===== config.mk =====
export PLATFORM = sky130hd
export DESIGN_NAME = accel_pixel_packer_flat
export DESIGN_NICKNAME = d
export VERILOG_FILES = /design/src/rtl/accel_pixel_packer_if.sv /design/src/rtl/accel_pixel_packer.sv /design/src/flat_wrapper.sv
export SDC_FILE = /design/constraint.sdc
export NUM_CORES = 1
export LEC_CHECK = 0
export CAP_MARGIN = 10
export CORE_MARGIN = 2
export CORE_UTILIZATION = 60
export DETAILED_ROUTE_END_ITERATION = 16
export PLACE_DENSITY_LB_ADDON = 0.15
export SYNTH_ARGS = -nofsm -noshare
export SYNTH_HDL_FRONTEND = slang
export SYNTH_SLANG_ARGS = --single-unit

===== constraint.sdc =====
create_clock -name clk -period 8.2 [get_ports clk]
set_input_delay 2.46 -clock clk [delete_from_list [all_inputs] [get_ports clk]]
set_output_delay 2.46 -clock clk [all_outputs]
set_load 0.05 [all_outputs]

===== src/rtl/accel_pixel_packer_if.sv =====
// rtl/accel_pixel_packer_if.sv - pixel input stream, packed word output stream and status bundle
interface accel_pixel_packer_if #(
   parameter int DATA_WIDTH = 8,
   parameter int OUT_WIDTH  = 32,
   parameter int FIFO_DEPTH = 16
);
   logic                             frame_start;
   logic [DATA_WIDTH-1:0]            pixel_in;
   logic                             pixel_in_valid;
   logic [OUT_WIDTH-1:0]             out_data;
   logic                             out_valid;
   logic                             out_ready;
   logic                             out_last;
   logic                             frame_done;
   logic                             overflow_err;
   logic                             misalign_err;
   logic                             err_clr;
   logic [$clog2(FIFO_DEPTH+1)-1:0]  fifo_level;

   modport slave (
      input  frame_start, pixel_in, pixel_in_valid, out_ready, err_clr,
      output out_data, out_valid, out_last, frame_done, overflow_err, misalign_err, fifo_level
   );

   modport master (
      output frame_start, pixel_in, pixel_in_valid, out_ready, err_clr,
      input  out_data, out_valid, out_last, frame_done, overflow_err, misalign_err, fifo_level
   );
endinterface


===== src/rtl/accel_pixel_packer.sv =====
// rtl/accel_pixel_packer.sv - packs pixels into words, buffers them in a FIFO, tags frame ends
module accel_pixel_packer #(
   parameter int DATA_WIDTH = 8,
   parameter int OUT_WIDTH  = 32,
   parameter int IMG_WIDTH  = 512,
   parameter int IMG_HEIGHT = 512,
   parameter int FIFO_DEPTH = 16
) (
   input  logic                 clk,
   input  logic                 rst,
   accel_pixel_packer_if.slave  bus
);
   localparam int PACK   = OUT_WIDTH / DATA_WIDTH;
   localparam int TOTAL  = IMG_WIDTH * IMG_HEIGHT;
   localparam int LANE_W = (PACK > 1) ? $clog2(PACK) : 1;
   localparam int CNT_W  = (TOTAL > 1) ? $clog2(TOTAL) : 1;
   localparam int PTR_W  = $clog2(FIFO_DEPTH);
   localparam int LVL_W  = $clog2(FIFO_DEPTH + 1);

   localparam logic [LANE_W-1:0] LANE_LAST = LANE_W'(PACK - 1);
   localparam logic [CNT_W-1:0]  CNT_LAST  = CNT_W'(TOTAL - 1);
   localparam logic [LVL_W-1:0]  LVL_FULL  = LVL_W'(FIFO_DEPTH);

   logic [LANE_W-1:0]    r_lane_idx;
   logic [CNT_W-1:0]     r_pix_cnt;
   logic [OUT_WIDTH-1:0] r_hold;
   logic [OUT_WIDTH:0]   r_mem [FIFO_DEPTH];
   logic [PTR_W-1:0]     r_wr_ptr;
   logic [PTR_W-1:0]     r_rd_ptr;
   logic [LVL_W-1:0]     r_level;
   logic                 r_frame_done;
   logic                 r_overflow_err;
   logic                 r_misalign_err;

   logic [LANE_W-1:0]    w_lane;
   logic [CNT_W-1:0]     w_cnt;
   logic [OUT_WIDTH-1:0] w_word;
   logic                 w_word_done;
   logic                 w_pix_last;
   logic                 w_full;
   logic                 w_empty;
   logic                 w_pop;
   logic                 w_push;
   logic                 w_drop;
   logic                 w_misalign;

   // frame_start realigns this very pixel to lane 0 / pixel 0
   assign w_lane      = bus.frame_start ? '0 : r_lane_idx;
   assign w_cnt       = bus.frame_start ? '0 : r_pix_cnt;
   assign w_word_done = bus.pixel_in_valid && (w_lane == LANE_LAST);
   assign w_pix_last  = (w_cnt == CNT_LAST);
   assign w_misalign  = bus.frame_start && (r_lane_idx != '0);

   always_comb begin
      w_word = r_hold;
      w_word[(PACK-1)*DATA_WIDTH +: DATA_WIDTH] = bus.pixel_in;
   end

   assign w_full  = (r_level == LVL_FULL);
   assign w_empty = (r_level == '0);
   assign w_pop   = !w_empty && bus.out_ready;
   // when full, a simultaneous pop frees the slot the new word lands in
   assign w_push  = w_word_done && (!w_full || w_pop);
   assign w_drop  = w_word_done && w_full && !w_pop;

   always_ff @(posedge clk) begin
      if (rst) begin
         r_lane_idx     <= '0;
         r_pix_cnt      <= '0;
         r_hold         <= '0;
         r_wr_ptr       <= '0;
         r_rd_ptr       <= '0;
         r_level        <= '0;
         r_frame_done   <= 1'b0;
         r_overflow_err <= 1'b0;
         r_misalign_err <= 1'b0;
      end else begin
         r_frame_done <= bus.pixel_in_valid && w_pix_last;

         if (bus.pixel_in_valid) begin
            r_hold[int'(w_lane)*DATA_WIDTH +: DATA_WIDTH] <= bus.pixel_in;
            r_lane_idx <= (w_lane == LANE_LAST) ? '0 : w_lane + LANE_W'(1);
            r_pix_cnt  <= w_pix_last ? '0 : w_cnt + CNT_W'(1);
         end else begin
            r_lane_idx <= w_lane;
            r_pix_cnt  <= w_cnt;
         end

         if (w_push) r_wr_ptr <= r_wr_ptr + PTR_W'(1);
         if (w_pop)  r_rd_ptr <= r_rd_ptr + PTR_W'(1);

         case ({w_push, w_pop})
            2'b10:   r_level <= r_level + LVL_W'(1);
            2'b01:   r_level <= r_level - LVL_W'(1);
            default: r_level <= r_level;
         endcase

         r_overflow_err <= w_drop     || (r_overflow_err && !bus.err_clr);
         r_misalign_err <= w_misalign || (r_misalign_err && !bus.err_clr);
      end
   end

   always_ff @(posedge clk) begin
      if (w_push) r_mem[r_wr_ptr] <= {w_pix_last, w_word};
   end

   assign bus.out_valid    = !w_empty;
   assign bus.out_data     = w_empty ? '0 : r_mem[r_rd_ptr][OUT_WIDTH-1:0];
   assign bus.out_last     = w_empty ? 1'b0 : r_mem[r_rd_ptr][OUT_WIDTH];
   assign bus.frame_done   = r_frame_done;
   assign bus.overflow_err = r_overflow_err;
   assign bus.misalign_err = r_misalign_err;
   assign bus.fifo_level   = r_level;
endmodule

===== src/flat_wrapper.sv =====
// flat-port wrapper written by rule: the top's interface ports become plain ports
module accel_pixel_packer_flat 
#(
   parameter int DATA_WIDTH = 8,
   parameter int OUT_WIDTH  = 32,
   parameter int IMG_WIDTH  = 512,
   parameter int IMG_HEIGHT = 512,
   parameter int FIFO_DEPTH = 16
)
  (clk, rst, bus_frame_start, bus_pixel_in, bus_pixel_in_valid, bus_out_ready, bus_err_clr, bus_out_data, bus_out_valid, bus_out_last, bus_frame_done, bus_overflow_err, bus_misalign_err, bus_fifo_level);
  accel_pixel_packer_if #(.DATA_WIDTH(DATA_WIDTH), .OUT_WIDTH(OUT_WIDTH), .FIFO_DEPTH(FIFO_DEPTH)) bus_i ();
  input  logic clk;
  input  logic rst;
  input wire logic [$bits(bus_i.frame_start)-1:0] bus_frame_start;
  input wire logic [$bits(bus_i.pixel_in)-1:0] bus_pixel_in;
  input wire logic [$bits(bus_i.pixel_in_valid)-1:0] bus_pixel_in_valid;
  input wire logic [$bits(bus_i.out_ready)-1:0] bus_out_ready;
  input wire logic [$bits(bus_i.err_clr)-1:0] bus_err_clr;
  output wire logic [$bits(bus_i.out_data)-1:0] bus_out_data;
  output wire logic [$bits(bus_i.out_valid)-1:0] bus_out_valid;
  output wire logic [$bits(bus_i.out_last)-1:0] bus_out_last;
  output wire logic [$bits(bus_i.frame_done)-1:0] bus_frame_done;
  output wire logic [$bits(bus_i.overflow_err)-1:0] bus_overflow_err;
  output wire logic [$bits(bus_i.misalign_err)-1:0] bus_misalign_err;
  output wire logic [$bits(bus_i.fifo_level)-1:0] bus_fifo_level;
  assign bus_i.frame_start = bus_frame_start;
  assign bus_i.pixel_in = bus_pixel_in;
  assign bus_i.pixel_in_valid = bus_pixel_in_valid;
  assign bus_i.out_ready = bus_out_ready;
  assign bus_i.err_clr = bus_err_clr;
  assign bus_out_data = bus_i.out_data;
  assign bus_out_valid = bus_i.out_valid;
  assign bus_out_last = bus_i.out_last;
  assign bus_frame_done = bus_i.frame_done;
  assign bus_overflow_err = bus_i.overflow_err;
  assign bus_misalign_err = bus_i.misalign_err;
  assign bus_fifo_level = bus_i.fifo_level;
  accel_pixel_packer #(.DATA_WIDTH(DATA_WIDTH), .OUT_WIDTH(OUT_WIDTH), .IMG_WIDTH(IMG_WIDTH), .IMG_HEIGHT(IMG_HEIGHT), .FIFO_DEPTH(FIFO_DEPTH)) u_core (.clk(clk), .rst(rst), .bus(bus_i));
endmodule

* Word-level counts from Yosys, hierarchy flattened
Memories as Yosys holds them, arrays and structs flattened. A register that Yosys moved wholly into a read port is not among the register bits.
Cells that the tools add are included.
** Word-level totals
- Memories :: 1
- Output and inout bits :: 42
- Register bits after elaboration :: 68
- Input bits :: 14
- Bits in writable memories :: 528
** Memories
- u_core.r_mem :: depth 16, width 33, read ports 1, clocked after memory_dff 1, write ports 1, RTL line accel_pixel_packer.sv:27 : logic [OUT_WIDTH:0] r_mem [FIFO_DEPTH];
** Cells by class
- Eq/ne operators :: 5
- $add $sub $neg :: 7
- Reduce and logical (&&, ||, !) cells :: 19
- Mux-type cells :: 14
- Shift operators :: 2
** Operators by type and width (number)
- $mux W18 :: 3
- $neg A5 Y33 :: 1
- $shift A8 B33 Y32 const A :: 1
- $shiftx A8 B33 Y32 :: 1
- $bwmux W32 :: 1
- $mux W32 :: 1
- $add A18 B1 Y18 const B :: 1
- $eq A18 B18 Y1 const B :: 1
- $pmux W5 S2 :: 1
- $logic_and A1 B1 Y1 :: 9
- $add A4 B1 Y4 const B :: 2
- $mux W4 :: 2
- $mux W2 :: 3
- $add A5 B1 Y5 const B :: 1
- $eq A5 B5 Y1 const B :: 1
- $logic_not A5 Y1 :: 1
- $sub A5 B1 Y5 const B :: 1
- $eq A2 B2 Y1 const B :: 2
- $logic_not A1 Y1 :: 4
- $reduce_bool A2 Y1 :: 2
- $logic_or A1 B1 Y1 :: 3
- $mux W1 :: 3
- $add A2 B1 Y2 const B :: 1
- $eq A2 B1 Y1 const B :: 1

* Longest topological paths before layout
- Depth after elaboration :: 7
- Depth in mapped cells :: 12
- Depth with buffers taken out :: 11

* Worst setup path before layout
No wires, ideal clock.
- Path type :: input -> register
- Start :: input port bus_frame_start
- End :: memory u_core.r_mem[0][0] in the netlist's numbering (enable)
- Stages :: 7
- Data arrival time :: 6.593 ns
- Setup slack :: 1.101 ns
- Path buffers :: 1
- Setup time :: 0.506 ns
- Cells stage by stage :: buf_1 -> nand2b_1 -> inv_1 -> ha_1 -> nand2_1 -> a21o_1 -> nor4_1
** Between the ends
- Word-level cells in the longest chain between the ends :: 6
** RTL lines
- start, declared :: RTL line flat_wrapper.sv:14 : input wire logic [$bits(bus_i.frame_start)-1:0] bus_frame_start;
- $mux W2 :: RTL line accel_pixel_packer.sv:48 : assign w_lane = bus.frame_start ? '0 : r_lane_idx;
- $eq A2 B2 Y1 :: RTL line accel_pixel_packer.sv:50 : assign w_word_done = bus.pixel_in_valid && (w_lane == LANE_LAST);
- $logic_and A1 B1 Y1 :: RTL line accel_pixel_packer.sv:50
- $logic_and A1 B1 Y1 :: RTL line accel_pixel_packer.sv:63 : assign w_push = w_word_done && (!w_full || w_pop);
- $mux W1 :: RTL line accel_pixel_packer.sv:104 : if (w_push) r_mem[r_wr_ptr] <= {w_pix_last, w_word};
- $mux W1 (implied by the code) :: RTL line accel_pixel_packer.sv:104
- end, declared :: RTL line accel_pixel_packer.sv:27
No other way between the ends.

* Worst setup path after layout
- Start :: register u_core.r_level[0], in the netlist u_core.bus.fifo_level[0]
- End :: output port bus_out_last
** Between the ends
- Word-level cells in the longest chain between the ends :: 2
** RTL lines
- start, declared :: RTL line accel_pixel_packer.sv:30 : logic [LVL_W-1:0] r_level;
- start signal, assigned :: RTL line accel_pixel_packer.sv:93 : 2'b10: r_level <= r_level + LVL_W'(1);
- start signal, assigned :: RTL line accel_pixel_packer.sv:94 : 2'b01: r_level <= r_level - LVL_W'(1);
- start signal, assigned :: RTL line accel_pixel_packer.sv:95 : default: r_level <= r_level;
- $logic_not A5 Y1 :: RTL line accel_pixel_packer.sv:60 : assign w_empty = (r_level == '0);
- $mux W1 :: RTL line accel_pixel_packer.sv:109 : assign bus.out_last = w_empty ? 1'b0 : r_mem[r_rd_ptr][OUT_WIDTH];
- end, declared :: RTL line flat_wrapper.sv:21 : output wire logic [$bits(bus_i.out_last)-1:0] bus_out_last;
No other way between the ends.

==> metrics.csv <==
metric,value,unit
design_area,0.0258,mm²
drc,0,
setup_tns,0,ps
yosysUniqueCellTypes,54,
fin_hold_ws,467,ps
hold_depth,2,
grt_overflow,0,
synthesis.area,0.0229,mm²
drive_gt1_share,20.5,%
fin_skew,14.1,ps
grt_util_all_layers,24.1,%
rows,71,
cap_violations,0,
grt_pass1_wl,69300,µm
final_max_slew_viol_count,0,
syn_nets,1167,
io_buffers,55,
drt_iter0_drc,1002,
layout_min_cycle_time,6230,ps
antennaDiodeCount,0,
via_per_inst,6.23,
core_area,0.0376,mm²
hold_end,u_core.bus.misalign_err,
cts_resized,0,
synth_top_area_share,69.3,%
clock_sinks,592,
final-seq-area,0.0171,mm²
clock_latency,590,ps
maxSlewHeadroom,17.9,%
clockBufferDepth,3,
setup.worst_path.end_class,output port,
cts_hold_buf,0,
r2r_end,u_core.r_mem[5][10],
critPathArrivalTime,3760,ps
chipWidth,199,µm
postRouteAntennaNets,0,
ys_warn_count,0,
final.setup.worst_slack,1980,ps
worstHoldStart,u_core.bus.misalign_err,
syn_to_final_growth,12.8,%
avgSynthCellArea,20.1,µm²
path_class,flip-flop to output port,
cp_max_fo,33,
ir_worst_vdd,0.000237,V
grt_max_degree,49,
initial_core_util,60.9,%
tightest_slew,1230,ps
clkTransAtPathRegs,60,ps
worst_ep_required_time,5740,ps
multiInputGateArea,0.00551,mm²
gp_congestion,0.788,
dpl.hpwl,25000,µm
rsz0062_at_grt,no,
hold_path_class,flip-flop to flip-flop,
cts_tree,yes,
r2r_slack,5040,ps
setup.worst_path.start_class,flip-flop,
nets,1239,
drt_pass1_iterations,6,
grt_pass1_vias,11281,
num_io_pins,56,
synth_edf_count,528,
post_cts_buffers,0,
numCtsBuffers,56,
leakage,7.48,nW
yosys.area.top_type,edfxtp_1,
r2r_cells,7,
r2r-start,u_core.r_lane_idx[0],
vias,11018,
synth_area_leaders,"edfxtp_1 69%, mux4_2 13%, dfxtp_1 5.6%",
setup_viol,0,
synth_ff_type,edfxtp_1,
drt-total-wl,45600,µm
finalCritPeriodShare,75.9,%
synth_seq_cells,592,
dp_slack,2070,ps
syn_inst,1141,
ys_seq_area_share,74.9,%
fmax,161,MHz
post_drt_wl_per_cell,25.8,µm
async_reset_ff_share,0,%
status,"finished, final reports clean",
die_h,199,µm
placed_area,0.0240,mm²
hold_viol_final,0,
antenna_found_initial,0,
htreeDepth,2,
power_density,279,mW/mm²
dieArea,0.0397,mm²
fillers,2393,
cts_root_buffer,clkbuf_16,
==> layer usage <==
layer,part of all wire [%],up-vias,GRT usage (%)
met3,6.0,64,4.29
met1,43,5790,35.1
met4,2.0,0,5.78
met2,49,343,38.7
li1,-,4821,-
met5,0,-,0
==> power by group <==
part | internal [W] | total, W | switching (W)
Clock | 0.00147 | 0.00252 | 0.00105
Sequential | 0.00327 | 0.00335 | 0.0000749
Combinational | 0.000555 | 0.00132 | 0.000770
==> worst max-delay path: stages, from the launching register on <==
cell and delay (ps):
dfxtp_1 400, nor4_2 680, nand2_1 240, nand2b_2 760, o22ai_1 300, clkdlybuf4s50_1 780
==> cell type report <==
cell class              count  share of cell area [%]
multi-input cells         478                    21.3
well taps                 511                    2.48
clock inverters            23                   0.882
inverters                  11                   0.160
repair buffers             74                    2.71
flip-flops and latches    592                    66.4
clock buffers              80                    6.01
==> kinds of logic (layout without fill, tap and decap cells) <==
group,Yosys count,after routing,share of synthesized area [%]
adder cells (fa/ha/maj),12,12,0.656
XOR/XNOR,17,17,0.651
AND/OR/NAND/NOR,144,144,3.29
buffers and inverters,71,188,1.39
AO/OA/AOI/OAI,102,102,3.02
flip-flops,592,592,74.9
multiplexers,203,203,16.1
==> Yosys cell counts (all sizes together) (2+ instances only) <==
| master | number |
|---|---|
| nor3b | 2 |
| mux2i | 68 |
| ha | 12 |
| nand2b | 8 |
| a21boi | 3 |
| o22ai | 33 |
| nand4 | 6 |
| a21oi | 13 |
| a211oi | 2 |
| or4 | 3 |
| dfxtp | 64 |
| nor2b | 7 |
| and4 | 2 |
| clkbuf | 28 |
| a22oi | 27 |
| inv | 11 |
| nand3 | 9 |
| edfxtp | 528 |
| and2 | 9 |
| xor2 | 5 |
| o211ai | 5 |
| nor2 | 56 |
| o21ai | 12 |
| mux2 | 3 |
| xnor2 | 12 |
| mux4 | 132 |
| nor3 | 7 |
| nor4 | 8 |
| nand2 | 14 |
| buf | 32 |
| or3 | 7 |
==> worst max-delay path by stage <==
stage                     slack (ps)                   end  cells past startpoint                startpoint
final                           1980          bus_out_last                      5  u_core.bus.fifo_level[0]
after global routing            1840          bus_out_last                      5  u_core.bus.fifo_level[0]
after CTS                       1970      bus_out_data[12]                      5                 flip-flop
after detailed placement        2070  u_core.r_mem[15][16]                      8           bus_frame_start
after global placement          2240  u_core.r_mem[15][16]                      8           bus_frame_start
after floorplan                 1100    u_core.r_mem[0][0]                      7           bus_frame_start
==> cell usage in the layout (no fill, tap or decap), types with 9 or more instances in the layout <==
master,instances
inv_1,11
dfxtp_1,61
clkinv_1,10
a21oi_1,13
clkdlybuf4s50_1,54
clkbuf_1,19
nor2_1,52
ha_1,12
nand2_1,13
clkbuf_16,57
edfxtp_1,528
o21ai_0,9
a22oi_1,26
mux4_2,132
mux2i_1,68
o22ai_1,33
buf_4,17
xnor2_1,12
==> per-stage QoR <==
stage | utilization [%] | std cells | power [W]
global placement | 63.9 | 1665 | 0.00475
CTS | 68.7 | 1768 | 0.00725
finish | 68.7 | 1769 | 0.00719
floorplan | - | 1141 | 0.00440
detailed placement | 63.9 | 1665 | 0.00476
global route | 68.7 | 1769 | 0.00743
==> state kept, by name, indices dropped and copies added, names as in the netlist, named ones only <==
| signal | cells |
|---|---|
| u_core.r_mem | 528 |
| u_core.r_hold | 24 |
| u_core.r_pix_cnt | 18 |
| u_core.bus.fifo_level | 5 |
| u_core.r_rd_ptr | 4 |
| u_core.r_wr_ptr | 4 |
| u_core.r_lane_idx | 2 |
| u_core.bus.frame_done | 1 |
| u_core.bus.misalign_err | 1 |
| u_core.bus.overflow_err | 1 |
Note: power is estimated with default switching activity, not from simulation.
